**src/rtl/dsa_debug_pkg.sv**
```systemverilog
// Shared types and readout helpers for the bilinear DSA trace capture unit.
package dsa_debug_pkg;

  typedef enum logic [1:0] {
    StIdle  = 2'd0,
    StArmed = 2'd1,
    StPost  = 2'd2,
    StDone  = 2'd3
  } trace_state_e;

  typedef enum logic [1:0] {
    TrigImmediate = 2'd0,
    TrigXy        = 2'd1,
    TrigState     = 2'd2,
    TrigNever     = 2'd3
  } trig_mode_e;

  // mem_addr is held zero-extended to 32 bits so the entry is independent of ADDR_WIDTH
  typedef struct packed {
    logic [3:0]  fsm_state;
    logic        mode_simd;
    logic        mem_wr;
    logic        mem_rd;
    logic [15:0] y;
    logic [15:0] x;
    logic [31:0] nbr;
    logic [31:0] coef;
    logic [7:0]  pixel_out;
    logic [31:0] mem_addr;
    logic [7:0]  mem_data;
  } trace_entry_t;

  localparam int unsigned EntryWidth = $bits(trace_entry_t);

  localparam logic [2:0] DBG_W_STATUS = 3'd0;
  localparam logic [2:0] DBG_W_XY     = 3'd1;
  localparam logic [2:0] DBG_W_NBR    = 3'd2;
  localparam logic [2:0] DBG_W_COEF   = 3'd3;
  localparam logic [2:0] DBG_W_PIXEL  = 3'd4;
  localparam logic [2:0] DBG_W_MADDR  = 3'd5;
  localparam logic [2:0] DBG_W_MDATA  = 3'd6;

  function automatic logic [31:0] dbg_word(input trace_entry_t e, input logic [2:0] w);
    logic [31:0] r;
    r = '0;
    case (w)
      DBG_W_STATUS: r = {24'd0, e.fsm_state, e.mode_simd, e.mem_wr, e.mem_rd, 1'b0};
      DBG_W_XY:     r = {e.y, e.x};
      DBG_W_NBR:    r = e.nbr;
      DBG_W_COEF:   r = e.coef;
      DBG_W_PIXEL:  r = {24'd0, e.pixel_out};
      DBG_W_MADDR:  r = e.mem_addr;
      DBG_W_MDATA:  r = {24'd0, e.mem_data};
      default:      r = '0;
    endcase
    return r;
  endfunction

endpackage

```
**src/rtl/dsa_trace_mem.sv**
```systemverilog
// Trace entry RAM: one write port, one synchronous read port (read-before-write).
module dsa_trace_mem #(
  parameter int unsigned DEPTH = 16,
  parameter int unsigned WIDTH = 8
) (
  input  logic                     clk,
  input  logic                     we,
  input  logic [$clog2(DEPTH)-1:0] waddr,
  input  logic [WIDTH-1:0]         wdata,
  input  logic [$clog2(DEPTH)-1:0] raddr,
  output logic [WIDTH-1:0]         rdata
);

  logic [WIDTH-1:0] mem [DEPTH];

  always_ff @(posedge clk) begin
    if (we) begin
      mem[waddr] <= wdata;
    end
    rdata <= mem[raddr];
  end

endmodule

```
**src/rtl/dsa_debug_trace.sv**
```systemverilog
// Trigger-qualified circular trace buffer for the bilinear DSA, read back word by word
// over the debug path.
module dsa_debug_trace
  import dsa_debug_pkg::*;
#(
  parameter int unsigned ADDR_WIDTH = 18,
  parameter int unsigned SIMD_WIDTH = 4,
  parameter int unsigned DEPTH      = 16
) (
  input  logic                                                  clk,
  input  logic                                                  rst,
  input  logic                                                  mode_simd,
  input  logic [3:0]                                            fsm_state_seq,
  input  logic [3:0]                                            fsm_state_simd,
  input  logic [15:0]                                           current_x,
  input  logic [15:0]                                           current_y,
  input  logic [31:0]                                           seq_nbr,
  input  logic [31:0]                                           seq_coef,
  input  logic [7:0]                                            pixel_out_seq,
  input  logic [32*SIMD_WIDTH-1:0]                              simd_nbr,
  input  logic [32*SIMD_WIDTH-1:0]                              simd_coef,
  input  logic [8*SIMD_WIDTH-1:0]                               pixel_out_simd,
  input  logic [((SIMD_WIDTH > 1) ? $clog2(SIMD_WIDTH) : 1)-1:0] lane_sel,
  input  logic [ADDR_WIDTH-1:0]                                 mem_addr,
  input  logic [7:0]                                            mem_data,
  input  logic                                                  mem_read_en,
  input  logic                                                  mem_write_en,
  input  logic                                                  sample_strobe,
  input  logic                                                  arm,
  input  logic                                                  abort,
  input  logic [1:0]                                            trig_mode,
  input  logic [15:0]                                           trig_x,
  input  logic [15:0]                                           trig_y,
  input  logic [3:0]                                            trig_state,
  input  logic [$clog2(DEPTH)-1:0]                              post_count,
  input  logic [$clog2(DEPTH)-1:0]                              rd_index,
  input  logic [2:0]                                            rd_word,
  output logic [31:0]                                           rd_data,
  output logic [1:0]                                            state,
  output logic                                                  triggered,
  output logic [$clog2(DEPTH):0]                                count,
  output logic [$clog2(DEPTH)-1:0]                              trig_pos
);

  localparam int unsigned IdxW = $clog2(DEPTH);
  localparam logic [IdxW:0]   FullCount = (IdxW + 1)'(DEPTH);
  localparam logic [IdxW-1:0] LastIdx   = IdxW'(DEPTH - 1);
  localparam logic [IdxW-1:0] OneIdx    = IdxW'(1);

  // Source selection
  logic [31:0] lane_ext;
  logic [31:0] sel_nbr;
  logic [31:0] sel_coef;
  logic [7:0]  sel_pix;
  logic [3:0]  sel_state;

  assign lane_ext = 32'(lane_sel);

  // Lane 0 is the default, so out-of-range lane_sel falls back to it
  always_comb begin
    sel_nbr   = simd_nbr[31:0];
    sel_coef  = simd_coef[31:0];
    sel_pix   = pixel_out_simd[7:0];
    sel_state = fsm_state_simd;
    for (int unsigned i = 1; i < SIMD_WIDTH; i++) begin
      if (lane_ext == 32'(i)) begin
        sel_nbr  = simd_nbr[32*i +: 32];
        sel_coef = simd_coef[32*i +: 32];
        sel_pix  = pixel_out_simd[8*i +: 8];
      end
    end
    if (!mode_simd) begin
      sel_nbr   = seq_nbr;
      sel_coef  = seq_coef;
      sel_pix   = pixel_out_seq;
      sel_state = fsm_state_seq;
    end
  end

  trace_entry_t wr_entry;

  always_comb begin
    wr_entry           = '0;
    wr_entry.fsm_state = sel_state;
    wr_entry.mode_simd = mode_simd;
    wr_entry.mem_wr    = mem_write_en;
    wr_entry.mem_rd    = mem_read_en;
    wr_entry.y         = current_y;
    wr_entry.x         = current_x;
    wr_entry.nbr       = sel_nbr;
    wr_entry.coef      = sel_coef;
    wr_entry.pixel_out = sel_pix;
    wr_entry.mem_addr  = 32'(mem_addr);
    wr_entry.mem_data  = mem_data;
  end

  logic trig_hit;

  always_comb begin
    trig_hit = 1'b0;
    case (trig_mode_e'(trig_mode))
      TrigImmediate: trig_hit = 1'b1;
      TrigXy:        trig_hit = (current_x == trig_x) && (current_y == trig_y);
      TrigState:     trig_hit = (sel_state == trig_state);
      default:       trig_hit = 1'b0;
    endcase
  end

  // Capture control
  trace_state_e    state_q, state_d;
  logic [IdxW:0]   count_q, count_d;
  logic [IdxW-1:0] wptr_q, wptr_d;
  logic [IdxW-1:0] trig_pos_q, trig_pos_d;
  logic [IdxW-1:0] rem_q, rem_d;
  logic            trig_q, trig_d;
  logic            full;
  logic            we;

  assign full = (count_q == FullCount);

  always_comb begin
    state_d    = state_q;
    count_d    = count_q;
    wptr_d     = wptr_q;
    trig_pos_d = trig_pos_q;
    rem_d      = rem_q;
    trig_d     = trig_q;
    we         = 1'b0;
    if (abort) begin
      state_d = StIdle;
    end else if (arm) begin
      state_d    = StArmed;
      count_d    = '0;
      wptr_d     = '0;
      trig_pos_d = '0;
      rem_d      = '0;
      trig_d     = 1'b0;
    end else if (sample_strobe && (state_q == StArmed || state_q == StPost)) begin
      we     = 1'b1;
      wptr_d = wptr_q + 1'b1;
      if (!full) begin
        count_d = count_q + 1'b1;
      end
      // Overwriting the oldest entry shifts every logical index down by one
      if (trig_q && full) begin
        trig_pos_d = (trig_pos_q == '0) ? '0 : trig_pos_q - 1'b1;
      end
      if (state_q == StArmed) begin
        if (trig_hit) begin
          trig_d     = 1'b1;
          trig_pos_d = full ? LastIdx : count_q[IdxW-1:0];
          if (post_count == '0) begin
            state_d = StDone;
          end else begin
            rem_d   = post_count;
            state_d = StPost;
          end
        end
      end else begin
        rem_d = rem_q - 1'b1;
        if (rem_q == OneIdx) begin
          state_d = StDone;
        end
      end
    end
  end

  always_ff @(posedge clk or posedge rst) begin
    if (rst) begin
      state_q    <= StIdle;
      count_q    <= '0;
      wptr_q     <= '0;
      trig_pos_q <= '0;
      rem_q      <= '0;
      trig_q     <= 1'b0;
    end else begin
      state_q    <= state_d;
      count_q    <= count_d;
      wptr_q     <= wptr_d;
      trig_pos_q <= trig_pos_d;
      rem_q      <= rem_d;
      trig_q     <= trig_d;
    end
  end

  assign state     = state_q;
  assign triggered = trig_q;
  assign count     = count_q;
  assign trig_pos  = trig_pos_q;

  // Readout: logical index 0 is the oldest entry
  logic [IdxW-1:0]       rd_addr;
  logic [EntryWidth-1:0] rd_raw;
  logic                  rd_valid_q;
  logic [2:0]            rd_word_q;

  assign rd_addr = wptr_q - count_q[IdxW-1:0] + rd_index;

  dsa_trace_mem #(
    .DEPTH(DEPTH),
    .WIDTH(EntryWidth)
  ) u_mem (
    .clk  (clk),
    .we   (we),
    .waddr(wptr_q),
    .wdata(wr_entry),
    .raddr(rd_addr),
    .rdata(rd_raw)
  );

  always_ff @(posedge clk or posedge rst) begin
    if (rst) begin
      rd_valid_q <= 1'b0;
      rd_word_q  <= '0;
    end else begin
      rd_valid_q <= ({1'b0, rd_index} < count_q);
      rd_word_q  <= rd_word;
    end
  end

  assign rd_data = rd_valid_q ? dbg_word(trace_entry_t'(rd_raw), rd_word_q) : '0;

endmodule

```
**config.mk**
```make
export PLATFORM = sky130hd
export DESIGN_NAME = dsa_debug_trace
export DESIGN_NICKNAME = d
export VERILOG_FILES = /design/src/rtl/dsa_debug_pkg.sv /design/src/rtl/dsa_trace_mem.sv /design/src/rtl/dsa_debug_trace.sv
export SDC_FILE = /design/constraint.sdc
export NUM_CORES = 2
export LEC_CHECK = 0
export ABC_AREA = 1
export BUFFER_PORTS_ARGS = -buffer_cell sky130_fd_sc_hd__buf_2
export CELL_PAD_IN_SITES_DETAIL_PLACEMENT = 1
export CELL_PAD_IN_SITES_GLOBAL_PLACEMENT = 2
export CORE_ASPECT_RATIO = 0.9
export CORE_MARGIN = 5
export CORE_UTILIZATION = 40
export CTS_BUF_LIST = sky130_fd_sc_hd__clkbuf_8 sky130_fd_sc_hd__clkbuf_16
export CTS_CLUSTER_SIZE = 40
export DETAILED_ROUTE_END_ITERATION = 8
export PLACE_DENSITY_LB_ADDON = 0.1
export SLEW_MARGIN = 20
export SYNTH_ARGS = -nofsm -noshare
export SYNTH_HDL_FRONTEND = slang
export SYNTH_SLANG_ARGS = --single-unit
```
**constraint.sdc**
```tcl
create_clock -name clk -period 10.98 [get_ports clk]
set_input_delay 2.196 -clock clk [delete_from_list [all_inputs] [get_ports clk]]
set_output_delay 2.196 -clock clk [all_outputs]
set_load 0.02 [all_outputs]
```
-- Yosys cells after proc, flatten, opt, wreduce, memory -nomap -nowiden
Memory sizes are Yosys's and may differ from the RTL's. A register that Yosys moved wholly into a read port is not among the register bits.
Index checks and enable logic that the tools add are counted.
- memories: 1
- register bits after elaboration: 175
- RAM bits: 2192
- output and inout bits: 44
- logic and storage cells: 107
- input port bits: 485
- memories (memory ; depth ; bits a word ; read ports ; clocked after Yosys merged registers in ; wr ports ; RTL line ; text):
    u_mem.mem ; 16 ; 137 ; 1 ; 1 ; 1 ; dsa_trace_mem.sv:14 ; logic [WIDTH-1:0] mem [DEPTH];
- add/subtract/negate cells: 6
- bitwise operators: 1
- muxes and demuxes: 49
- equality and inequality tests: 22
- order comparisons: 1
- reductions and logical operators: 18
- operator list (operator ; number):
    two-way mux 32 bit ; 9
    one-hot mux 32 bit (7 select lines) ; 1
    two-way mux 4 bit ; 15
    == test 16 bit ; 2
    two-way mux 8 bit ; 4
    two-way mux 5 bit ; 3
    two-way mux 2 bit ; 6
    two-way mux 1 bit ; 10
    == test 3 bit (second input constant) ; 3
    == test 2 bit (second input constant) ; 4
    zero test 4 bit ; 2
    AND reduction 4 bit ; 2
    subtractor 4 x 1 -> 4 bit (second input constant) ; 2
    == test 2 x 1 -> 1 bit (second input constant) ; 3
    == test 3 x 2 -> 1 bit (second input constant) ; 2
    inequality test 3 bit (second input constant) ; 2
    AND reduction 3 bit ; 2
    nonzero test 2 bit ; 3
    adder 5 x 1 -> 5 bit (second input constant) ; 1
    == test 5 bit (second input constant) ; 1
    less-than comparator 4 x 5 -> 1 bit ; 1
    adder 4 x 1 -> 4 bit (second input constant) ; 1
    adder 4 bit ; 1
    == test 4 x 1 -> 1 bit (second input constant) ; 1
    14 further kinds ; 16

-- Depth between registers and ports, before layout
- depth in word-level cells: 8
- depth in mapped cells: 16

-- Modules after synthesis
A second synthesis with hierarchy kept.
- cell total of the unflattened synthesis: 10246
- area, all modules: 109353.6 µm²
- modules (own cells, without submodules) (module ; times used ; cells an instance ; area an instance (µm²)):
    dsa_trace_mem ; 1 ; 9162 ; 103211.5
    dsa_debug_trace ; 1 ; 1084 ; 6142.1

-- Least setup slack after synthesis
Ideal clock, no wire load.
- kind: input to register
- start: in abort
- end: mem u_mem.mem[0][0] in the netlist's numbering (enable)
- data arrival time: 8.678 ns
- buffers on the path: 1
- stages on the path: 6
- path slack: 1.666 ns
- cells stage by stage: nor2_1 -> inv_1 -> nor2_1 -> clkbuf_1 -> nand2_1 -> nor2_1
- word-level cells in the longest chain between the ends: 3
- ends and longest elaborated chain (element ; RTL line ; text):
    start, declared ; dsa_debug_trace.sv:30 ; input logic abort,
    two-way mux 1 bit ; dsa_debug_trace.sv:129 ; if (abort) begin
    two-way mux 1 bit ; dsa_trace_mem.sv:17 ; if (we) begin
    two-way mux 1 bit (not written as such) ; dsa_trace_mem.sv:18 ; mem[waddr] <= wdata;
    end, declared ; dsa_trace_mem.sv:14 ;
Every way passes these cells.

-- Final worst setup path
- start: reg rd_word_q[0]
- end: out rd_data[6]
- word-level cells in the longest chain between the ends: 3
- ends and longest elaborated chain (element ; RTL line ; text):
    start, declared ; dsa_debug_trace.sv:195 ; logic [2:0] rd_word_q;
    start signal, assigned ; dsa_debug_trace.sv:217 ; rd_word_q <= rd_word;
    == test 3 bit, or another cell as far along ; dsa_debug_pkg.sv:46 ; case (w)
    one-hot mux 32 bit (7 select lines) * ; dsa_debug_pkg.sv:46 ;
    two-way mux 32 bit * ; dsa_debug_trace.sv:221 ; assign rd_data = rd_valid_q ? dbg_word(trace_entry_t'(rd_raw), rd_word_q) : '0;
    end, declared ; dsa_debug_trace.sv:38 ; output logic [31:0] rd_data,
Mark *: on every way between the ends. The rest lies on a longest branch, timed or not.

==> results.txt <==
- Status: completed
- Worst setup margin: 4.802 ns
* Synthesis warning total: 0
- Chain of cells forming the critical path: inv_1 > nor3_2 > buf_4 > a22oi_1 > a41oi_1 > buf_2
- Highest clock rate: 161.9 MHz
- Fraction of final layout cells with drive strength greater than 1: 0.1435
* CTS Root Buffer Type: sky130_fd_sc_hd__clkbuf_16
- Of the post-synthesis cell area, the dominant cell type holds 0.7075.
- Unique cell type count in the Yosys netlist: 44
* Biggest fanout along the worst timing path: 27
- Leading area contributor after synthesis: sky130_fd_sc_hd__edfxtp_1
- Number of hold buffers added after CTS: 0
- Minimum setup slack after placement: 4.065 ns
- For this run, design rule violations remaining after detail routing come to 0.
- Portion of the clock cycle consumed by the worst path in the final layout: 0.5627
- Buffers placed on the I/O ports in this run total 528.
- Dominant cells by area after synthesis: sky130_fd_sc_hd__edfxtp_1, sky130_fd_sc_hd__o21ai_0, sky130_fd_sc_hd__nor2_1
* Static power due to leakage: 36.39 nW
- The first detailed-routing pass took 5 iterations.
* Post-detailed-route via-to-cell ratio: 5.791
* Antenna-violating nets left: 0
* WL per Instance: 29.30 µm
* Most frequent standard cell in the layout excluding fill and tap cells: sky130_fd_sc_hd__edfxtp_1
- The clock passes through at most 4 buffers.
- Summing every instance area after synthesis gives 0.09303 mm².
- Initial antenna violation count: 44
- Kind of end point of the critical path: output pin
* CTS tree: done
* Data required time of the worst path: 8.78 ns
- In this run the standard cell core region covers 0.2323 mm².
- Met3 usage: 0.03848
* Primary flip-flop cell chosen by synthesis mapping: sky130_fd_sc_hd__edfxtp_1
* Width of the chip: 518.4 µm
- Measured on the finished design, the core utilization comes to 0.4637.
- The number of global-route vias before repair came to 63204.
* Initial core utilization: 0.4005
* Die Height: 467.5 µm
* RSZ-0062 raised after global routing: false
- Critical path arrival: 3.98 ns
- At the pin with the least slew margin, the transition time is 1.155 ns.
* Final instance area: 0.1077 mm²
- First-pass GRT wire length: 449.8 mm
* Clock H-tree levels: 5
* Overall routing resource usage: 0.2513
- For this run, the register share of the synthesized area comes to 0.7435.
- The number of nets in the synthesized netlist is 7439.
- Layout Area Growth over Synthesis: 15.77%
- Async S/R FF share, synth: 0.01020
- The worst hold path belongs to the class reg2reg.
- The final hold violation count came to 0.
- Overflow left after global routing: 0
- Entering global routing, the biggest net connects 200 pins.
- The layer flagged by global routing as most heavily used is met2.
* Clock buffers created by TritonCTS: 276
* Pwr Total: 28.55 mW
- Setup violations remaining at the end of the flow were counted as 0.
* Buffers inserted by post-CTS timing repair: 0
- Max-cap violations in this run came to 0.
- Count of flip-flops with a built-in enable after synthesis: 2192
- Synth Instances: 6934
- Number of sinks on the clock net: 2353
- Number of cells in the finished layout apart from fillers: 10628
* Worst IR drop on VDD: 0.4013 mV
- Average cell area after synthesis: 13.42 µm²
- Placed cell count: 10151
- The max-slew violation count was 0.
- Fraction of met2 tracks used by global routing: 0.4153
* Final worst clock skew: 0.04767 ns
* Startpoint Class: flip-flop
- I/O pin count: 529
* Vias: 61547
* Final Hold Slack: 0.4968 ns
* Clock Pin Slew Worst Setup and Hold Paths: 0.06 ns
- Gpl congestion: 0.8571
- The top cell types in the final layout, fill and taps aside, are sky130_fd_sc_hd__edfxtp_1, sky130_fd_sc_hd__o21ai_0, sky130_fd_sc_hd__nor2_1.
* Maximum cell stage delay along the critical path: 0.86 ns
- In this run, synthesis produced a sequential element count of 2353.
- Fin Setup TNS: 0 ns
- In the final design database the tool counted 7874 nets.
- Clock network latency to the later pin of the worst-skew pair: 0.92 ns
- Pwr/cell area: 265.1 mW/mm²
- In this run, post-CTS repair resized a total of 0 instances.
- The smallest clock period supported by the final layout is computed as 6.178 ns.
* Overall routed net length: 311.4 mm
- Detailed placer's ending HPWL: 169.4 mm
- The floorplan has 168 rows.
- Global-route track usage on met1: 0.3493
- Slowest stage cell, crit path: sky130_fd_sc_hd__a41oi_1
- Full die area: 0.2423 mm²
- Path type of the worst setup path: reg2out
* Starting DRC count in detailed routing: 4973
- Worst max-slew margin expressed relative to the limit: 0.2301
* Instance area at placement: 0.09917 mm²
==> worst paths after layout <==
| check | startpoint | endpoint | slack, ns | cells past startpoint |
|---|---|---|---|---|
| min reg2reg | triggered$_DFFE_PP0P_ | triggered$_DFFE_PP0P_ | 0.50 | 2 |
| min in group asynchronous | rst | rd_valid_q$_DFF_PP0_ | 1.43 | 3 |
| max | rd_word_q[0]$_DFF_PP0_ | rd_data[6] | 4.80 | 6 |
| max in group asynchronous | rst | rd_word_q[1]$_DFF_PP0_ | 9.15 | 3 |
| max reg2reg | wptr_q[0]$_DFFE_PP0P_ | u_mem.rdata[50]$_DFF_P_ | 5.84 | 12 |
| min | triggered$_DFFE_PP0P_ | triggered$_DFFE_PP0P_ | 0.50 | 2 |
==> report_power, final <==
part	internal (mW)	switching, mW	leakage (nW)
Combinational	2.78	6.48	10.7
Sequential	10.2	0.443	21.1
Clock	5.13	3.48	4.50
==> synthesized netlist by cell type, drive strengths merged, types with 17 or more instances <==
master,n
inv,89
dfrtp,24
edfxtp,2192
o22ai,223
a21oi,97
ha,17
mux2i,173
buf,164
clkbuf,355
o221ai,282
a21o,30
a221oi,49
a31oi,79
o211ai,121
nand3,228
o21ai,1127
nand2,474
nor2,977
xnor2,26
dfxtp,137
==> routing by layer <==
metal  part of all wire  up-vias  wire length (µm)
met4              0.026       32              8035
li1                   -    27219                 -
met1               0.45    32172            139600
met2               0.47     1685            147500
met3              0.052      439             16060
met5            0.00058        -               180
==> registers in the layout (all words and copies together), names as in the netlist <==
name and flops:
count 5, rd_valid_q 1, rd_word_q 3, rem_q 4, state 2, trig_pos 4
triggered 1, u_mem.mem 2192, u_mem.rdata 137, wptr_q 4
==> final cells by class <==
cell class                 count  area, µm²
sequential                  2353      69170
tap                         3060       3829
timing repair buffer         676       4135
clock buffer                 305       7373
multi-input combinational   3971      21720
inverter                      91      374.1
clock inverter               165       1090
fill                       23345     124600
antenna                        7      17.52
==> cell families after synthesis <==
| logic type | count (synthesis) | synth area share |
|---|---|---|
| AOI/OAI and AO/OA | 2044 | 0.1329 |
| xor gates and xnor gates | 31 | 0.002999 |
| adders and majority gates | 20 | 0.002932 |
| and+or+nand+nor | 1703 | 0.07234 |
| DFF | 2353 | 0.7435 |
| buffers and inverters | 610 | 0.02676 |
| muxes | 173 | 0.01861 |
==> worst max-delay path: cells and delay by family, from the launching register on <==
family	cells	cell delay, ns
compound gates	2	1.12
buf+inv	3	1.05
flops	1	0.41
simple gates	1	0.50
(Power assumes the default switching activity.)
